$ cat config.mk
export PLATFORM = sky130hd
export DESIGN_NAME = atm_dos_ctrl
export DESIGN_NICKNAME = d
export VERILOG_FILES = /design/src/rtl/atm_mem_pkg.sv /design/src/rtl/atm_m1_detect.sv /design/src/rtl/atm_dos_ctrl.sv
export SDC_FILE = /design/constraint.sdc
export NUM_CORES = 1
export LEC_CHECK = 0
export BUFFER_PORTS_ARGS = -buffer_cell sky130_fd_sc_hd__buf_2
export CAP_MARGIN = 20
export CORE_AREA = 2 2 39 41
export DETAILED_ROUTE_END_ITERATION = 8
export DIE_AREA = 0 0 41 43
export PLACE_DENSITY = 0.78
export SYNTH_ARGS = -nofsm -noshare
export SYNTH_HDL_FRONTEND = slang
export SYNTH_SLANG_ARGS = --single-unit
$ cat constraint.sdc
create_clock -name fclk -period 3.3 [get_ports fclk]
set_clock_uncertainty 0.1 [all_clocks]
set_input_delay 0.165 -clock fclk [delete_from_list [all_inputs] [get_ports fclk]]
set_output_delay 0.165 -clock fclk [all_outputs]
set_load 0.005 [all_outputs]
$ cat src/rtl/atm_mem_pkg.sv
// atm_mem_pkg: shared types and constants for the ATM memory subsystem DOS sequencer.
package atm_mem_pkg;
  typedef enum logic [1:0] {IDLE, STALL, WAITM1} dos_st_t;
  localparam logic [7:0] DOS_ENTRY_PAGE = 8'h3D;
  localparam int DOS_CNT_W = 3;
endpackage

$ cat src/rtl/atm_m1_detect.sv
// atm_m1_detect: one-shot opcode-fetch strobe, re-armed once M1 release is seen on zneg.
module atm_m1_detect (
  input  logic fclk,
  input  logic arst_n,
  input  logic zpos,
  input  logic zneg,
  input  logic m1_n,
  input  logic mreq_n,
  input  logic rfsh_n,
  output logic fetch
);
  logic armed_q, armed_d;
  assign fetch = armed_q & zpos & ~m1_n & ~mreq_n & rfsh_n;
  always_comb armed_d = fetch ? 1'b0 : (zneg & m1_n) ? 1'b1 : armed_q;
  always_ff @(posedge fclk or negedge arst_n)
    if (!arst_n) armed_q <= 1'b1;
    else armed_q <= armed_d;
endmodule

$ cat src/rtl/atm_dos_ctrl.sv
// atm_dos_ctrl: TR-DOS page-in/page-out sequencer with Z80 clock stall.
// ATM_DOS_AUTOEXIT_EN enables automatic DOS exit on a fetch from a RAM window.
module atm_dos_ctrl
  import atm_mem_pkg::*;
#(
  parameter int STALL_CYC = 4
) (
  input  logic       fclk,
  input  logic       arst_n,
  input  logic       zpos,
  input  logic       zneg,
  input  logic [15:0] za,
  input  logic       m1_n,
  input  logic       mreq_n,
  input  logic       rfsh_n,
  input  logic       pager_off,
  input  logic       dos,
  input  logic [3:0] win_romnram,
  input  logic [3:0] win_dos_7ffd,
  input  logic       pent1m_ROM,
  output logic       dos_turn_on,
  output logic       dos_turn_off,
  output logic       zclk_stall,
  output logic       busy
);
  dos_st_t state_q, state_d;
  logic [DOS_CNT_W-1:0] cnt_q, cnt_d;
  logic on_q, on_d, off_q, off_d;
  logic fetch, entry_c, exit_c;
  logic unused_bits;
  atm_m1_detect u_m1 (
    .fclk(fclk), .arst_n(arst_n), .zpos(zpos), .zneg(zneg),
    .m1_n(m1_n), .mreq_n(mreq_n), .rfsh_n(rfsh_n), .fetch(fetch)
  );
  assign entry_c = !pager_off && !dos && za[15:8] == DOS_ENTRY_PAGE &&
                   win_romnram[0] && win_dos_7ffd[0] && pent1m_ROM;
`ifdef ATM_DOS_AUTOEXIT_EN
  assign exit_c = !pager_off && dos && !win_romnram[za[15:14]];
  assign unused_bits = ^{za[7:0], win_dos_7ffd[3:1]};
`else
  assign exit_c = 1'b0;
  assign unused_bits = ^{za[7:0], win_dos_7ffd[3:1], win_romnram[3:1]};
`endif
  always_comb begin
    state_d = state_q;
    cnt_d = cnt_q;
    on_d = 1'b0;
    off_d = 1'b0;
    case (state_q)
      IDLE:
        if (fetch && entry_c) begin
          state_d = STALL;
          on_d = 1'b1;
          cnt_d = DOS_CNT_W'(STALL_CYC - 1);
        end else off_d = fetch && exit_c;
      STALL:
        if (cnt_q == '0) state_d = WAITM1;
        else cnt_d = cnt_q - 1'b1;
      WAITM1: state_d = (zneg && m1_n) ? IDLE : WAITM1;
      default: state_d = IDLE;
    endcase
  end
  always_ff @(posedge fclk or negedge arst_n)
    if (!arst_n) begin
      state_q <= IDLE;
      cnt_q <= '0;
      on_q <= 1'b0;
      off_q <= 1'b0;
    end else begin
      state_q <= state_d;
      cnt_q <= cnt_d;
      on_q <= on_d;
      off_q <= off_d;
    end
  assign dos_turn_on = on_q;
  assign dos_turn_off = off_q;
  assign zclk_stall = state_q == STALL;
  assign busy = state_q != IDLE;
endmodule

== Word level (Yosys, flattened, before mapping) ==
Cells that the tools add are included.
Storage, ports and cells
  register bits: 7
  input port bits: 34
  output and inout bits: 4
Cells by class
  add/subtract/negate cells: 1
  equal/unequal tests: 6
  multiplexer cells: 11
  bitwise gates (word level): 7
  reductions and logical operators: 16
Operators with widths (count)
  equality test 8 x 6 -> 1 bit, second input constant: 1
  logical AND 1 bit: 7
  2-to-1 mux 2 bit: 3
  2-to-1 mux 3 bit: 2
  one-hot mux 2 bit (3 select lines): 1
  one-hot mux 3 bit (2 select lines): 1
  nonzero test 2 bit: 3
  bitwise AND 1 bit: 5
  2-to-1 mux 1 bit: 4
  != test 2 bit, second input constant: 2
  logical NOT 3 bit: 1
  AND reduction 3 bit: 1
  subtractor 3 x 1 -> 3 bit, second input constant: 1
  equality test 2 x 1 -> 1 bit, second input constant: 1
  equality test 2 bit, second input constant: 1
  logical NOT 1 bit: 2
  logical NOT 2 bit: 1
  != test 2 x 1 -> 1 bit, second input constant: 1
  inverter 1 bit: 2
  AND reduction 2 bit: 1

== Depth between registers and ports, before layout ==
Gate-level depths: netlist (run 1).
  word-level depth: 9
  mapped depth: 5

== Modules after synthesis ==
A second synthesis (run 1) with hierarchy kept.
Second synthesis, totals
  cells, all modules: 37
  area total of the unflattened synthesis: 400.4 um^2
By module, submodules not included
  atm_dos_ctrl: times used 1, cells an instance 32, area each 345.3 um^2, sequential area each 150.1 um^2
  atm_m1_detect: times used 1, cells an instance 5, area each 55.1 um^2, sequential area each 26.3 um^2

== Worst setup path after synthesis (run 1) ==
Ideal clock, no wire load.
  path type: reg-to-reg
  from: register state_q[1]
  to: register cnt_q[2]
  setup time: 120 ps
  arrival time: 1394 ps
  setup slack: 1687 ps
  cell stages (with the launch flop): 5
  path buffers: 0
  period minus slack after synthesis: 1613 ps
  cells stage by stage: dfrtp_1 -> or4b_1 -> nor4_4 -> nand2_1 -> a31o_1
Between the ends
  word-level cells in the longest chain between the ends: 3
  elaborated cells between the ends (all ways): 7
  those cells by class: 3 x eq/ne; 1 x mux; 3 x reduce/logical
RTL lines
  start, declared: RTL line atm_dos_ctrl.sv:26  | dos_st_t state_q, state_d;
  start signal, assigned: RTL line atm_dos_ctrl.sv:70  | state_q <= state_d;
  equality test 2 x 1 -> 1 bit / logical NOT 2 bit (equally long branches): RTL line atm_dos_ctrl.sv:49  | case (state_q)
  != test 2 bit (no line) / nonzero test 2 bit (equally long branches)
  AND reduction 3 bit (no line)
  end signal, assigned: RTL line atm_dos_ctrl.sv:71  | cnt_q <= cnt_d;
  end, declared: RTL line atm_dos_ctrl.sv:27  | logic [DOS_CNT_W-1:0] cnt_q, cnt_d;
Several ways; a longest one is shown, not always the timed one.
A chain may end at the register's enable or synchronous reset.

== Worst setup path in the final report (run 1) ==
Same ends and word-level chain as after synthesis.

==> results.toml, run 1 <==
[floorplanning]
die_w_microns = 41
io_pins = 38
fp-row-count = 14
initial_core_util_pct = 29.8
core_sq_um = 1380
die_area_sq_um = 1760
die_h_microns = 43

[yosys]
synth_edf_count = 0
syn_nets = 76
synthesis.area_sq_um = 413
synthesis.instances = 40
syn_area_per_cell_sq_um = 10.3
ys_seq_area_share_pct = 42.7
ys.flop_type = "dfrtp_1"
ys_ff_latch = 7
synthArstFlopShare_pct = 100
ys_types = 26
yosys_warnings = 0

[timing]
rsz0062_at_grt = "false"
tns_ns = 0
timing.final.crit_share_pct = 52.2
timing.fmax_mhz = 580
finalSetupViolations = 0
drv_slew = 0
fin_ws_ns = 1.58
fin_crit_ns = 1.72
hold_viol_final = 0

[setup_path]
path_max_fanout = 4
worstPathCellList = "or4b_1, nor4_4, nand2_1, a31o_1"
crit_path_top_delay_cell = "or4b_1"
required_ns = 3.33
slowest_delay_ns = 0.60
worstPathArrival_ns = 1.75
end_kind = "register"
setup.worst_path.start_class = "register"
critPathKind = "register to register"

[final_layout]
n_antenna_cell = 0
drive_above_1_share_pct = 47.0
final_common_cell = "buf_2"
areaGrowthSynthToFinish_pct = 38.5
nets = 103
fin_cells = 82
final_cell_mix = "buf_2, dfrtp_1, nor2_1"
postLayoutCoreUtil_pct = 41.3

[place]
place_congestion = 0.734
place_inst = 77
dp_slack_ns = 1.58
dp_hpwl_microns = 673
portBuffers = 22

[clocking]
cts_made_buffers = 3
clk_path_buf_depth = 2
path_clk_slew_ns = 0.05
cts_tree = "built"
root_buffer = "clkbuf_4"
htree_levels = 1
cts_sinks = 7
clk_latency_ns = 0.24
post_cts_buffers = 0

[status]
status = "complete, no violations"

[flow_run]
maxCapViolCount = 0

[routing]
met3WireLength_microns = 85
routed_wl_microns = 788
dr_wl_met2_microns = 384
via_per_inst = 4.79
drt-met1-wl_microns = 309
drt-initial-drc-count = 1
vias = 393
ant_nets = 0
dr.pass1.iters = 3
detail_route.wl_per_cell_microns = 9.61
drc = 0
routed.top_layer = "met4"

[hold_path]
hp-class = "input port to register"

[pwr]
p_per_area_nw_per_um2 = 325
total_power_uw = 186
leakagePower_uw = 0.000300
vdd_drop_max_uv = 144

[global_route]
grt_max_degree = 8
first_global_vias = 377
grt_pass1_wl_mm = 1.30
grt_usage_pct = 11.0
grt-ovfl-total = 0
antenna_found_initial = 0
-- critical path, delay by kind of cell, from the launching register on --
family | cells | cell delay (ns)
simple gates | 3 | 0.89
compound gates | 1 | 0.21
flops | 1 | 0.40
-- final cells by class --
| type | count | area, sq um |
|---|---|---|
| Sequential cell | 7 | 176 |
| Tap cell | 16 | 20.0 |
| Inverter | 3 | 11.3 |
| Fill cell | 144 | 812 |
| Clock buffer | 4 | 26.3 |
| Timing Repair Buffer | 23 | 120 |
| Multi-Input combinational cell | 29 | 218 |
-- path summary, 6_finish.rpt --
path                                         from                       end  cells after the start  slack, ns
max reg2reg                state_q[1]$_DFFE_PN0P_      cnt_q[2]$_DFFE_PN0P_                      4       1.58
max                        state_q[1]$_DFFE_PN0P_      cnt_q[2]$_DFFE_PN0P_                      4       1.58
min reg2reg                  cnt_q[0]$_DFFE_PN0P_      cnt_q[0]$_DFFE_PN0P_                      1       0.39
min in group asynchronous                  arst_n    state_q[0]$_DFFE_PN0P_                      2       0.18
min                                          zneg  u_m1.armed_q$_DFFE_PN1P_                      3       0.08
max in group asynchronous                  arst_n  u_m1.armed_q$_DFFE_PN1P_                      2       2.69
-- timing repair --
| item | 4_1_cts | 5_1_grt |
|---|---|---|
| endpoints found under the hold margin | 7 | 0 |
| hold buffers | 1 | 0 |
| resized for setup | 0 | 0 |
-- sequential cells by signal (all words and copies together) (netlist names) --
register / flops
cnt_q: 3
dos_turn_on: 1
u_m1.armed_q: 1
state_q: 2
-- synthesized netlist by cell type, types with 2 or more instances --
library cell / number / area [sq um]
a21oi_1: 3 / 15.0
dfrtp_1: 6 / 150
ha_1: 2 / 25.0
inv_1: 3 / 11.3
nand2_1: 2 / 7.51
nor2_1: 4 / 15.0
-- power breakdown --
part	internal (uW)	switching, uW
registers	88.8	0.883
logic	12.1	9.35
clock network	46.0	28.9
total	147	39.1
-- routing by layer --
| layer | vias to the layer above | GRT usage, % |
|---|---|---|
| li1 | 193 | - |
| met1 | 178 | 9.57 |
| met2 | 20 | 19.4 |
| met3 | 2 | 4.71 |
| met5 | - | 0 |
| met4 | 0 | 6.00 |
-- through the flow --
step	hold WS, ns	instance area [sq um]
floorplan	-0.231	413
global placement	-0.0952	536
detailed placement	-0.0909	536
CTS	0.0773	572
global route	0.110	572
finish	0.0778	572
-- kinds of logic (layout without fill, tap and decap cells) --
| logic type | count (synthesis) | count (layout) | synth area share [%] |
|---|---|---|---|
| compound gates | 8 | 8 | 13.6 |
| fa+ha+maj | 2 | 2 | 6.06 |
| buf+inv | 4 | 30 | 4.55 |
| flops | 7 | 7 | 42.7 |
| other cells | 1 | 1 | 0.908 |
| simple gates | 18 | 18 | 32.1 |
No activity file was read; power rests on OpenSTA's default activity.
==> inputs of run 2 (changes only) <==
--- a/config.mk
+++ b/config.mk
@@ -5,12 +5,13 @@
 export SDC_FILE = /design/constraint.sdc
 export NUM_CORES = 1
 export LEC_CHECK = 0
+export ABC_AREA = 1
 export BUFFER_PORTS_ARGS = -buffer_cell sky130_fd_sc_hd__buf_2
 export CAP_MARGIN = 20
-export CORE_AREA = 2 2 39 41
+export CORE_MARGIN = 1.5
+export CORE_UTILIZATION = 37
 export DETAILED_ROUTE_END_ITERATION = 8
-export DIE_AREA = 0 0 41 43
-export PLACE_DENSITY = 0.78
+export PLACE_DENSITY = 0.85
 export SYNTH_ARGS = -nofsm -noshare
 export SYNTH_HDL_FRONTEND = slang
 export SYNTH_SLANG_ARGS = --single-unit
==> constraint.sdc (replaced) <==
create_clock -name fclk -period 1.7 [get_ports fclk]
set_clock_uncertainty 0.1 [all_clocks]
set_input_delay 0.085 -clock fclk [delete_from_list [all_inputs] [get_ports fclk]]
set_output_delay 0.085 -clock fclk [all_outputs]
set_load 0.005 [all_outputs]
==> run 2 against run 1 <==
Against the previous run: critical path depth up 1; total power up 110%; combinational power rose to 2.5 times the previous value; via count up 36%; critical path type unchanged; critical endpoint unchanged; largest cell class unchanged.
==> results.toml, run 2 <==
[final_layout]
top_register = "cnt_q"
n_antenna_cell = 0
largest_reg_flops = 3
nets = 135
largestRegisters = "cnt_q x3, state_q x2"
final_area_sq_um = 668
areaGrowthSynthToFinish_pct = 35.9
drive_above_1_share_pct = 33.7
final_cell_mix = "buf_2, nand2_1, nand3_1"
final_common_cell = "buf_2"
fillers = 120
postLayoutCoreUtil_pct = 57.1

[pwr]
p_per_area_nw_per_um2 = 572
leakagePower_uw = 0.000380
vdd_drop_max_uv = 368

[yosys]
synth_fa_ha_area_share_pct = 5.09
ys_seq_area_share_pct = 35.9
synthArstFlopShare_pct = 100
ys.flop_type = "dfrtp_1"
ys_types = 20
synth_edf_count = 0
synth-simple-area-share_pct = 42.0
ys_ff_latch = 7
yosysMostFrequentCell = "nand2_1"
yosys_warnings = 0
syn_nets = 106
syn_area_per_cell_sq_um = 7.02
synth_top_family_by_area = "simple AND/OR/NAND/NOR gates"
ys_top_cells_by_area = "dfrtp_1, nand3_1, nand2_1, inv_1, dfstp_2"
synthTopCellsByCount = "nand2_1, nand3_1, inv_1"
synthesis.area_sq_um = 492
synth_compound_area_share_pct = 3.82
synth.area.mux_share_pct = 0
synth_top_area_share_pct = 30.5
synthesis.instances = 70
synth_xor_area_share_pct = 1.78
yosys.area.top_type = "dfrtp_1"

[clocking]
path_clk_slew_ns = 0.06
cts_made_buffers = 3
cts_tree = "built"
cts_sinks = 7
root_buffer = "clkbuf_4"
clk_path_buf_depth = 2
htree_levels = 1
clk_latency_ns = 0.26
post_cts_buffers = 0

[routing]
vias = 534
detail_route.wl_per_cell_microns = 10.3
dr.pass1.iters = 3
routed_wl_mm = 1.15
drt-initial-drc-count = 6
via_per_inst = 4.77
drc = 0
ant_nets = 0

[setup_path]
slowest_delay_ns = 0.53
required_ns = 1.74
worstPathCellList = "nand3_1, nor2_4, nand4_1, nand3_1, nand2_1"
critPathKind = "register to register"
setup.worst_path.start_class = "register"
ff2ff_setup_slack_ns = 0.36
path_delay_family = "simple AND/OR/NAND/NOR gates"
worst-path-buf-inv = 0
path_max_fanout = 4
critPathMostFrequentCell = "nand3_1"
end_kind = "register"
crit_path_top_delay_cell = "dfstp_2"
worstPathArrival_ns = 1.38

[floorplanning]
die_area_sq_um = 1560
die_w_microns = 39.5
die_h_microns = 39.5
core_sq_um = 1170
initial_core_util_pct = 42.0
fp-row-count = 12
io_pins = 38

[global_route]
grt_usage_pct = 21.0
grt_pass1_wl_mm = 1.98
antenna_found_initial = 0
first_global_vias = 484
grt-ovfl-total = 0
grt_max_degree = 8

[timing]
finalSetupViolations = 0
timing.final.crit_share_pct = 79.1
hold_viol_final = 0
tns_ns = 0
fin_crit_ns = 1.34
drv_slew = 0
worst_hold_slack_ns = 0.00927
timing.fmax_mhz = 744
rsz0062_at_grt = "false"

[flow_run]
maxCapViolCount = 0

[hold_path]
hp-class = "input port to register"

[place]
placed_cell_area_sq_um = 612
dp_hpwl_microns = 852
portBuffers = 22
place_congestion = 0.784

[status]
status = "complete, no violations"
-- run 2: per-stage QoR --
| step | std cells | power [uW] | setup slack (ns) |
|---|---|---|---|
| 4_1_cts | 112 | 385 | 0.350 |
| 3_3_place_gp | 105 | 222 | 0.395 |
| 6_report | 112 | 382 | 0.356 |
| 2_1_floorplan | 70 | 195 | 0.470 |
| 5_1_grt | 112 | 405 | 0.263 |
| 3_5_place_dp | 105 | 224 | 0.368 |
-- run 2: path summary, 6_finish.rpt --
path	start	endpoint	cells past startpoint
max in group asynchronous	arst_n	u_m1.armed_q$_DFFE_PN1P_	2
worst max-delay path	u_m1.armed_q$_DFFE_PN1P_	cnt_q[2]$_DFFE_PN0P_	5
worst max register to register	u_m1.armed_q$_DFFE_PN1P_	cnt_q[2]$_DFFE_PN0P_	5
worst min register to register	cnt_q[1]$_DFFE_PN0P_	cnt_q[1]$_DFFE_PN0P_	2
worst min-delay path	dos	dos_turn_on$_DFF_PN0_	4
min in group asynchronous	arst_n	state_q[1]$_DFFE_PN0P_	2
-- run 2: logic make-up (layout without fill, tap and decap cells) --
family | after synthesis | in the layout
other | 1 | 1
AO/OA/AOI/OAI | 3 | 3
adder cells (fa/ha/maj) | 2 | 2
flip-flops | 7 | 7
XOR/XNOR | 1 | 1
buffers and inverters | 13 | 41
AND/OR/NAND/NOR | 43 | 43
-- run 2: worst min-delay path, cell delays in order --
cell,delay (ns)
buf_2,0.09
nor3_1,0.04
nand3_1,0.08
nor2_1,0.04
-- run 2: what timing repair did --
action	4_1_cts	5_1_grt
hold buffers	3	0
setup endpoints to repair	0	0
hold endpoints to repair	9	0
resized for setup	0	0
-- run 2: cell type report --
cell class | count | area [sq um] | area share [%]
well taps | 14 | 17.5 | 2.62
flip-flops and latches | 7 | 176 | 26.4
multi-input cells | 50 | 263 | 39.3
inverters | 12 | 45.0 | 6.74
repair buffers | 25 | 140 | 21.0
clock buffers | 4 | 26.3 | 3.93
-- run 2: report_power, final --
| part | leakage (uW) | internal (uW) | switching, uW |
|---|---|---|---|
| Clock | 0.0000150 | 89.7 | 64.6 |
| Sequential | 0.0000944 | 172 | 1.41 |
| Combinational | 0.000270 | 27.8 | 27.0 |
-- run 2: routing by layer --
| layer | global-route usage [%] | share of wire (%) | wire, microns | up-vias |
|---|---|---|---|---|
| met5 | 0 | 0 | 0 | - |
| met4 | 16.4 | 3.1 | 36 | 0 |
| met3 | 9.09 | 5.6 | 65 | 4 |
| met2 | 33.2 | 50 | 577 | 11 |
| met1 | 21.4 | 41 | 474 | 239 |
| li1 | - | - | - | 280 |
==> inputs of run 3 (changes only) <==
--- a/config.mk
+++ b/config.mk
@@ -5,13 +5,13 @@
 export SDC_FILE = /design/constraint.sdc
 export NUM_CORES = 1
 export LEC_CHECK = 0
-export ABC_AREA = 1
+export ABC_AREA = 0
 export BUFFER_PORTS_ARGS = -buffer_cell sky130_fd_sc_hd__buf_2
 export CAP_MARGIN = 20
-export CORE_MARGIN = 1.5
-export CORE_UTILIZATION = 37
+export CORE_AREA = 2 2 39 41
 export DETAILED_ROUTE_END_ITERATION = 8
-export PLACE_DENSITY = 0.85
+export DIE_AREA = 0 0 41 43
+export PLACE_DENSITY = 0.78
 export SYNTH_ARGS = -nofsm -noshare
 export SYNTH_HDL_FRONTEND = slang
 export SYNTH_SLANG_ARGS = --single-unit
==> constraint.sdc (replaced) <==
create_clock -name fclk -period 1.35 [get_ports fclk]
set_clock_uncertainty 0.1 [all_clocks]
set_input_delay 0.0675 -clock fclk [delete_from_list [all_inputs] [get_ports fclk]]
set_output_delay 0.0675 -clock fclk [all_outputs]
set_load 0.005 [all_outputs]
==> run 3 against run 2 <==
Against the previous run: largest cell class unchanged; critical path depth is 1 lower; core utilization down 9.5 points; combinational power up 8.9%; design area down 1.5%; highest routed layer unchanged; the flow now finishes with violations (negative setup slack); register-to-register slack lost 0.66 ns.
==> results.toml, run 3 (same netlist as run 1, synthesis figures left out) <==
[setup_path]
critPathKind = "register to register"
cp.depth = 4
worstRegToRegCells = 4
required_ns = 1.38
path_delay_family = "simple AND/OR/NAND/NOR gates"
end_kind = "register"
setup.worst_path.start_class = "register"
crit_path_top_delay_cell = "or4b_4"
path_max_fanout = 2
slowest_delay_ns = 0.55
worst-path-buf-inv = 0
worstPathArrival_ns = 1.69
worstPathCellList = "or4b_4, nor4_4, nand2_1, a31o_1"

[final_layout]
largestRegisters = "cnt_q x3, state_q x2"
n_antenna_cell = 0
fin_cells = 91
fillers = 124
areaGrowthSynthToFinish_pct = 59.4
final_area_sq_um = 658
final_common_cell = "buf_2"
multi_input_area_sq_um = 228
largest_reg_flops = 3
final_cell_mix = "buf_2, buf_4, dfrtp_1"
final-seq-area_sq_um = 176
nets = 112
postLayoutCoreUtil_pct = 47.6
top_register = "cnt_q"
drive_above_1_share_pct = 54.7

[clocking]
htree_levels = 1
clk_latency_ns = 0.25
root_buffer = "clkbuf_4"
cts_tree = "built"
cts_made_buffers = 3
cts_sinks = 7
clk_path_buf_depth = 2
path_clk_slew_ns = 0.05

[timing]
drv_slew = 0
timing.final.crit_share_pct = 123
timing.fmax_mhz = 604
hold_viol_final = 0
fin_ws_ns = -0.306
fin_crit_ns = 1.66
rsz0062_at_grt = "true"
finalSetupViolations = 8

[pwr]
p_per_area_nw_per_um2 = 702
leakagePower_uw = 0.000348
vdd_drop_max_uv = 496
power_frac_comb_pct = 12.9
internal_power_uw = 364
swShare_pct = 21.2
pwr-share-seq_pct = 47.5
pwr-share-clk_pct = 39.6
power_switching_uw = 98.2

[routing]
via_per_inst = 4.60
drc = 0
ant_nets = 0
dr.pass1.iters = 2
detail_route.wl_per_cell_microns = 11.4
routed_wl_mm = 1.04
vias = 419
drt-initial-drc-count = 2

[floorplanning]
die_w_microns = 41
fp-row-count = 14
die_h_microns = 43
core_sq_um = 1380
io_pins = 38
die_area_sq_um = 1760
initial_core_util_pct = 29.8

[hold_path]
worstHoldPathCells = 3
hp-class = "input port to register"

[status]
status = "finished with violations"
violations = "negative setup slack"

[global_route]
antenna_found_initial = 0
grt_usage_pct = 14.0
grt_pass1_wl_mm = 1.57
grt-ovfl-total = 0
grt_max_degree = 8
first_global_vias = 401

[place]
portBuffers = 22
place_inst = 84
place_congestion = 0.814
placed_cell_area_sq_um = 592
dp_hpwl_microns = 815

[flow_run]
maxCapViolCount = 0
## run 3: cell types whose count changed in the layout (fill, tap and decap cells not counted), sizes merged, moves of 2 or more
cell / delta
nand2: -15
inv: -9
nor2: -4
buf: +8
or2: +2
or4b: +2
nand3: -12
a21oi: +2
## run 3: worst paths after layout
| check | to | from | slack [ns] |
|---|---|---|---|
| setup reg to reg | cnt_q[2]$_DFFE_PN0P_ | state_q[0]$_DFFE_PN0P_ | -0.31 |
| max in group asynchronous | u_m1.armed_q$_DFFE_PN1P_ | arst_n | 0.83 |
| hold / removal | u_m1.armed_q$_DFFE_PN1P_ | m1_n | 0.005 |
| hold reg to reg | u_m1.armed_q$_DFFE_PN1P_ | u_m1.armed_q$_DFFE_PN1P_ | 0.43 |
| min in group asynchronous | dos_turn_on$_DFF_PN0_ | arst_n | 0.09 |
| setup / recovery | cnt_q[2]$_DFFE_PN0P_ | state_q[0]$_DFFE_PN0P_ | -0.31 |
## run 3: power by group through the flow
stage	clock [uW]	combinational [uW]	sequential (uW)
final	183	59.7	219
after global routing	201	67.3	220
after CTS	193	60.6	219
after detailed placement	0	55.7	223
after global placement	0	53.2	222
after floorplan	0	20.5	222
## run 3: metrics by stage
| stage | worst slack (ns) | hold WS [ns] | total power (uW) | TNS, ns |
|---|---|---|---|---|
| finish | -0.306 | 0.00460 | 462 | -1.07 |
| global route | -0.360 | 0.0528 | 488 | -1.46 |
| CTS | -0.298 | 0.00392 | 473 | -0.913 |
| floorplan | -0.204 | -0.328 | 243 | -0.438 |
| global placement | -0.211 | -0.198 | 275 | -0.518 |
| detailed placement | -0.281 | -0.192 | 278 | -0.697 |
## run 3: what timing repair did
| action | in CTS | in global routing |
|---|---|---|
| pin swaps | 4 | 2 |
| resized for setup | 0 | 3 |
| endpoints found under the setup margin | 5 | 6 |
| cloned | 0 | 0 |
| buffers inserted | 1 | 1 |
| hold buffers | 2 | 0 |
| hold endpoints to repair | 8 | 0 |
## run 3: worst register-to-register path, stage by stage, from the launching register on
cell and delay, ns:
dfrtp_1 0.39, or4b_4 0.55, nor4_4 0.18, nand2_1 0.11, a31o_1 0.22
## run 3: routing by layer
metal / global-route usage (%) / wire length (microns) / up-vias
met2: 23.4 / 566 / 19
met5: 0 / 0 / -
met3: 1.57 / 62 / 4
met4: 12.0 / 24 / 0
li1: - / - / 214
met1: 14.0 / 385 / 182
## run 3: layout make-up
cell class | count | share of cell area, %
Multi-Input combinational cell | 29 | 34.6
Sequential cell | 7 | 26.8
Timing Repair Buffer | 32 | 29.8
Inverter | 3 | 1.71
Clock buffer | 4 | 3.99
Tap cell | 16 | 3.04
